## src/rtl/acc_frame_averager.sv

```systemverilog
// Assembles an axis-tagged accelerometer stream into X,Y,Z frames and emits a
// floor-rounded boxcar average of 2^AVG_LOG2 frames with a valid/ready output.
module acc_frame_averager #(
    parameter int DATA_W   = 16,
    parameter int AVG_LOG2 = 2,
    parameter int ERR_W    = 8
) (
    input  logic                     clk,
    input  logic                     rst,
    input  logic                     in_valid,
    output logic                     in_ready,
    input  logic [1:0]               in_axis,
    input  logic signed [DATA_W-1:0] in_data,
    output logic                     out_valid,
    input  logic                     out_ready,
    output logic signed [DATA_W-1:0] acc_x,
    output logic signed [DATA_W-1:0] acc_y,
    output logic signed [DATA_W-1:0] acc_z,
    output logic [ERR_W-1:0]         err_cnt
);
    localparam int AW    = DATA_W + AVG_LOG2;
    localparam int CNT_W = AVG_LOG2 + 1;
    localparam logic [CNT_W-1:0] LAST_FRAME = CNT_W'((1 << AVG_LOG2) - 1);
    localparam logic [1:0] AX_X = 2'd0;
    localparam logic [1:0] AX_Y = 2'd1;
    localparam logic [1:0] AX_Z = 2'd2;
    localparam logic [1:0] AX_BAD = 2'd3;

    typedef enum logic [1:0] {WAIT_X, WAIT_Y, WAIT_Z} state_t;

    function automatic logic signed [AW-1:0] sext(input logic signed [DATA_W-1:0] v);
        logic signed [AW-1:0] r;
        r = v;
        return r;
    endfunction

    // Arithmetic shift gives floor division, i.e. rounding toward minus infinity.
    function automatic logic signed [DATA_W-1:0] avg_out(input logic signed [AW-1:0] s);
        logic signed [AW-1:0] sh;
        sh = s >>> AVG_LOG2;
        return sh[DATA_W-1:0];
    endfunction

    state_t                  state_q, state_d;
    logic signed [DATA_W-1:0] xl_q, xl_d, yl_q, yl_d;
    logic [CNT_W-1:0]        cnt_q, cnt_d;
    logic signed [AW-1:0]    sx_q, sx_d, sy_q, sy_d, sz_q, sz_d;
    logic signed [AW-1:0]    sum_x, sum_y, sum_z;
    logic signed [DATA_W-1:0] ox_q, ox_d, oy_q, oy_d, oz_q, oz_d;
    logic                    ov_q, ov_d;
    logic [ERR_W-1:0]        err_q, err_d;
    logic                    beat, err_inc, complete;

    assign in_ready  = ~ov_q | out_ready;
    assign beat      = in_valid & in_ready;
    assign out_valid = ov_q;
    assign acc_x     = ox_q;
    assign acc_y     = oy_q;
    assign acc_z     = oz_q;
    assign err_cnt   = err_q;

    assign sum_x = sx_q + sext(xl_q);
    assign sum_y = sy_q + sext(yl_q);
    assign sum_z = sz_q + sext(in_data);

    always_comb begin
        state_d  = state_q;
        xl_d     = xl_q;
        yl_d     = yl_q;
        err_inc  = 1'b0;
        complete = 1'b0;
        if (beat) begin
            if (in_axis == AX_BAD) begin
                err_inc = 1'b1;
            end else begin
                case (state_q)
                    WAIT_X: begin
                        if (in_axis == AX_X) begin
                            xl_d    = in_data;
                            state_d = WAIT_Y;
                        end else begin
                            err_inc = 1'b1;
                        end
                    end
                    WAIT_Y: begin
                        if (in_axis == AX_Y) begin
                            yl_d    = in_data;
                            state_d = WAIT_Z;
                        end else if (in_axis == AX_X) begin
                            xl_d    = in_data;
                            err_inc = 1'b1;
                        end else begin
                            state_d = WAIT_X;
                            err_inc = 1'b1;
                        end
                    end
                    WAIT_Z: begin
                        if (in_axis == AX_Z) begin
                            complete = 1'b1;
                            state_d  = WAIT_X;
                        end else if (in_axis == AX_X) begin
                            xl_d    = in_data;
                            state_d = WAIT_Y;
                            err_inc = 1'b1;
                        end else begin
                            state_d = WAIT_X;
                            err_inc = 1'b1;
                        end
                    end
                    default: state_d = WAIT_X;
                endcase
            end
        end
    end

    always_comb begin
        cnt_d = cnt_q;
        sx_d  = sx_q;
        sy_d  = sy_q;
        sz_d  = sz_q;
        ox_d  = ox_q;
        oy_d  = oy_q;
        oz_d  = oz_q;
        ov_d  = ov_q & ~out_ready;
        err_d = err_q;
        if (complete) begin
            if (cnt_q == LAST_FRAME) begin
                ox_d  = avg_out(sum_x);
                oy_d  = avg_out(sum_y);
                oz_d  = avg_out(sum_z);
                ov_d  = 1'b1;
                sx_d  = '0;
                sy_d  = '0;
                sz_d  = '0;
                cnt_d = '0;
            end else begin
                sx_d  = sum_x;
                sy_d  = sum_y;
                sz_d  = sum_z;
                cnt_d = cnt_q + 1'b1;
            end
        end
        if (err_inc && err_q != {ERR_W{1'b1}}) begin
            err_d = err_q + 1'b1;
        end
    end

    always_ff @(posedge clk) begin
        if (rst) begin
            state_q <= WAIT_X;
            xl_q    <= '0;
            yl_q    <= '0;
            cnt_q   <= '0;
            sx_q    <= '0;
            sy_q    <= '0;
            sz_q    <= '0;
            ox_q    <= '0;
            oy_q    <= '0;
            oz_q    <= '0;
            ov_q    <= 1'b0;
            err_q   <= '0;
        end else begin
            state_q <= state_d;
            xl_q    <= xl_d;
            yl_q    <= yl_d;
            cnt_q   <= cnt_d;
            sx_q    <= sx_d;
            sy_q    <= sy_d;
            sz_q    <= sz_d;
            ox_q    <= ox_d;
            oy_q    <= oy_d;
            oz_q    <= oz_d;
            ov_q    <= ov_d;
            err_q   <= err_d;
        end
    end
endmodule

```

## config.mk

```make
export PLATFORM = sky130hd
export DESIGN_NAME = acc_frame_averager
export DESIGN_NICKNAME = d
export VERILOG_FILES = /design/src/rtl/acc_frame_averager.sv
export SDC_FILE = /design/constraint.sdc
export NUM_CORES = 1
export LEC_CHECK = 0
export ABC_AREA = 0
export BUFFER_PORTS_ARGS = -buffer_cell sky130_fd_sc_hd__buf_2
export CORE_ASPECT_RATIO = 0.7
export CORE_UTILIZATION = 30
export DETAILED_ROUTE_END_ITERATION = 8
export MAX_ROUTING_LAYER = met4
export SLEW_MARGIN = 20
export SYNTH_ARGS = -nofsm -noshare
export SYNTH_HDL_FRONTEND = slang
export SYNTH_SLANG_ARGS = --single-unit
```

## constraint.sdc

```tcl
create_clock -name clk -period 4.3 [get_ports clk]
set_input_delay 0.215 -clock clk [delete_from_list [all_inputs] [get_ports clk]]
set_output_delay 0.215 -clock clk [all_outputs]
set_load 0.05 [all_outputs]
```

==> results by group <==
Status
  • Status: complete, but fails checks
  • Failing checks: design-rule violations

Job
  • Max_cap viols: 0

Yosys
  • EDFF count, synth: 0
  • Synth cell types: 63
  • Syn nets: between 900 and 1000
  • Post-Synthesis Cell Area: ~7700 µm²
  • Async set-reset flop share out of synthesis: 0%
  • Synth Flop Type: dfxtp_1
  • Yosys warning count: 0
  • Post-synthesis sequential area ratio: between 30% and 40%
  • Mean Syn Cell Area: 8.75 µm²
  • Synth Register Bits: between 100 and 150
  • Post-Syn Instances: ~900

Placement
  • Final RePlAce weighted congestion: between 0.8 and 0.9
  • # port buffers: 79
  • DP Wirelength: ~14000 µm

GRT
  • Vias in the first global route: 5930
  • Global-route wire length before repair: between 30000 and 40000 µm
  • Total grt overflow: 0
  • Total track usage: 16.1%
  • Antenna violations before repair: 0
  • Largest net degree at the start of global routing: 64

Timing
  • Least-Margin Pin Slew: roughly 1000 ps
  • Fin. Hold Viols: 0
  • Slew HR: between 30% and 40%
  • RSZ-0062 raised after global routing: no
  • Setup TNS: 0 ps
  • Final min period: 2820 ps
  • Max Clock Skew: approximately 13 ps
  • Max Clk Rate: 354 MHz
  • Pins Over Slew Limit: 0
  • Share of the clock period used by the worst path: between 60% and 70%
  • Final setup violation count: 0

CTS
  • CTS Hold Bufs: 0
  • Clock Path Buffers: 2
  • Clock latency at the later pin of the worst-skew pair: ~430 ps
  • Setup bufs post-CTS: 0
  • # H-tree levels: 4
  • Post-CTS sizing: 0
  • CTS buffer count: 17
  • Root buffer cell: clkbuf_16
  • CTS tree: done
  • Clock sink count: between 100 and 150
  • Clock slew at reported path FFs: about 60 ps

Setup path
  • R2R depth: 6
  • Cell Chain, Critical Path: nand2_1, or4_1, a21oi_4, and2_1, buf_4, a32o_1
  • Reg-to-Reg End: sy_q[7]$_SDFFE_PP0P_
  • Worst path max stage delay: approximately 830 ps
  • Critical path class: reg -> reg
  • Crit Reg-Reg Startpoint: state_q[1]$_SDFFE_PP0P_
  • CP max-delay cell: or4_1
  • Worst reg-to-reg setup slack: 1480 ps
  • Peak fanout along the critical path: 23
  • Worst Path Arrival: about 3200 ps
  • WP data required: about 4700 ps
  • CP endpoint kind: flop
  • Startpoint types: flop

Cells and area
  • Nets: 1015
  • Area growth from synthesis to layout: 16.4%
  • Layout cells sized above 1: between 10% and 20%
  • Diode count: 0

Routing
  • Starting DRT DRC Count: 487
  • Via count: ~6500
  • Via/cell ratio: between 5 and 6
  • Drt first pass iters: 7
  • Total routed wirelength: 19900 µm
  • Antenna-violating nets left: 0
  • Routed len/inst: 15.6 µm
  • Post-route DRC: 2

Die
  • Initial core utilization: roughly 30%
  • Ports: 80
  • DIE AREA: around 26000 µm²
  • Num rows: 48
  • Die Y: around 140 µm
  • CORE AREA: ~25000 µm²
  • Die Width: between 150 and 200 µm

Pwr
  • VDD IR max: 0.237 mV
  • Pwr per Cell Area: 337 nW/µm²
  • Tot Pwr: about 3.0 mW
  • Pleak: 3.90 nW

Min path
  • Hold crit path type: in -> reg
  • Critical hold path startpoint: in_data[0]
  • Hold endpoint: xl_q[0]$_SDFFE_PP0P_
  • Worst Hold Path Cells: 3
synth_stat cells, drive strengths merged, types with 3 or more instances:
master	number	area (µm²)
mux2i	37	370
xor2	24	210
and3	19	119
or3	7	43.8
nand4	11	68.8
inv	15	56.3
clkbuf	33	124
nor3	9	45.0
nand2	107	404
a31oi	11	68.8
o211ai	7	52.6
a22oi	20	150
nor2b	4	25.0
o31a	3	26.3
dfxtp	148	2960
a31o	6	52.6
a21oi	71	370
o21bai	5	37.5
a211oi	17	133
o21a	6	45.0
nor2	93	349
fa	3	60.1
o21ai	40	200
xnor2	23	201
nand3	16	80.1
ha	53	663
a22o	15	131
a21o	24	180
a211o	7	61.3
buf	11	60.1
logic make-up after synthesis:
kind of cell               count (synthesis)  share of synthesized area, %
AOI/OAI and AO/OA                        250                          22.1
xor gates and xnor gates                  48                          5.68
adders and majority gates                 56                          9.43
buffers and inverters                     59                          3.13
DFF                                      148                          38.6
muxes                                     37                          4.83
and+or+nand+nor                          279                          16.2
layout make-up:
| type | instances | area (µm²) |
|---|---|---|
| clock buffers | 20 | 447 |
| repair buffers | 85 | 443 |
| well taps | 325 | 407 |
| flip-flops and latches | 148 | 2960 |
| clock inverters | 12 | 130 |
| inverters | 15 | 56.3 |
| fillers | 2616 | 15900 |
| multi-input cells | 670 | 4480 |
power by group:
| group | switching, mW | internal (mW) |
|---|---|---|
| sequential | 0.00827 | 1.38 |
| clock | 0.605 | 0.869 |
| combinational | 0.101 | 0.0461 |
cells in the final DEF (no fill, tap or decap), types with 3 or more instances in the layout:
master / netlist / layout
dfxtp_1: 148 / 148
nand2_1: 106 / 106
nor2_1: 93 / 92
buf_2: 9 / 78
a21oi_1: 69 / 69
ha_1: 53 / 53
o21ai_0: 38 / 38
mux2i_1: 37 / 37
xor2_1: 24 / 24
a21o_1: 24 / 24
xnor2_1: 23 / 23
a22oi_1: 20 / 20
and3_1: 19 / 17
clkbuf_16: 0 / 17
a211oi_1: 16 / 16
nand3_1: 16 / 15
a22o_1: 15 / 15
inv_1: 14 / 14
nand4_1: 11 / 11
a31oi_1: 11 / 11
nor3_1: 9 / 9
a211o_1: 7 / 7
o211ai_1: 7 / 7
or3_1: 7 / 7
buf_4: 0 / 7
o21a_1: 6 / 6
o21bai_1: 5 / 5
a31o_2: 5 / 5
clkinvlp_4: 0 / 5
nor2b_1: 4 / 4
o31a_1: 3 / 3
fa_1: 3 / 3
clkinv_2: 0 / 3
how the worst max path moves through the flow:
stage / startpoint / end / slack (ps)
6_report: state_q[1]$_SDFFE_PP0P_ / sy_q[7]$_SDFFE_PP0P_ / 1480
5_1_grt: state_q[1]$_SDFFE_PP0P_ / sy_q[7]$_SDFFE_PP0P_ / 1270
4_1_cts: out_valid$_SDFF_PP0_ / sy_q[7]$_SDFFE_PP0P_ / 1470
3_5_place_dp: out_ready / sy_q[7]$_SDFFE_PP0P_ / 1460
3_3_place_gp: out_ready / sy_q[7]$_SDFFE_PP0P_ / 1520
2_1_floorplan: xl_q[0]$_SDFFE_PP0P_ / acc_x[12]$_SDFFE_PP0P_ / 1940
metrics by stage:
stage	utilization [%]	hold WS, ps	cell area, µm²	instances	setup WS (ps)
4_1_cts	35.9	75.9	8930	1275	1470
6_report	35.9	87.9	8930	1275	1480
3_3_place_gp	33.6	438	8350	1243	1520
5_1_grt	35.9	103	8930	1275	1270
2_1_floorplan	-	359	7670	877	1940
3_5_place_dp	33.6	444	8350	1243	1460
layer usage:
layer	global-route usage [%]	up-vias	share of wire [%]	wire, µm
li1	-	3284	-	-
met1	22.7	3099	52	10500
met2	22.8	107	43	8500
met4	4.77	0	1.3	256
met3	3.24	25	3.6	718
met5	-	-	0	0
registers in the layout (all words and copies together), names as in the netlist:
name	cells
acc_x	16
acc_y	16
acc_z	16
cnt_q	3
err_cnt	8
out_valid	1
state_q	2
sx_q	18
sy_q	18
sz_q	18
xl_q	16
yl_q	16
critical path, delay by kind of cell (launching register included):
family                 cells  cell delay (ps)
and+or+nand+nor            3             1540
AOI/OAI and AO/OA          2              480
DFF                        1              450
buffers and inverters      1              290
(Power assumes the default switching activity.)
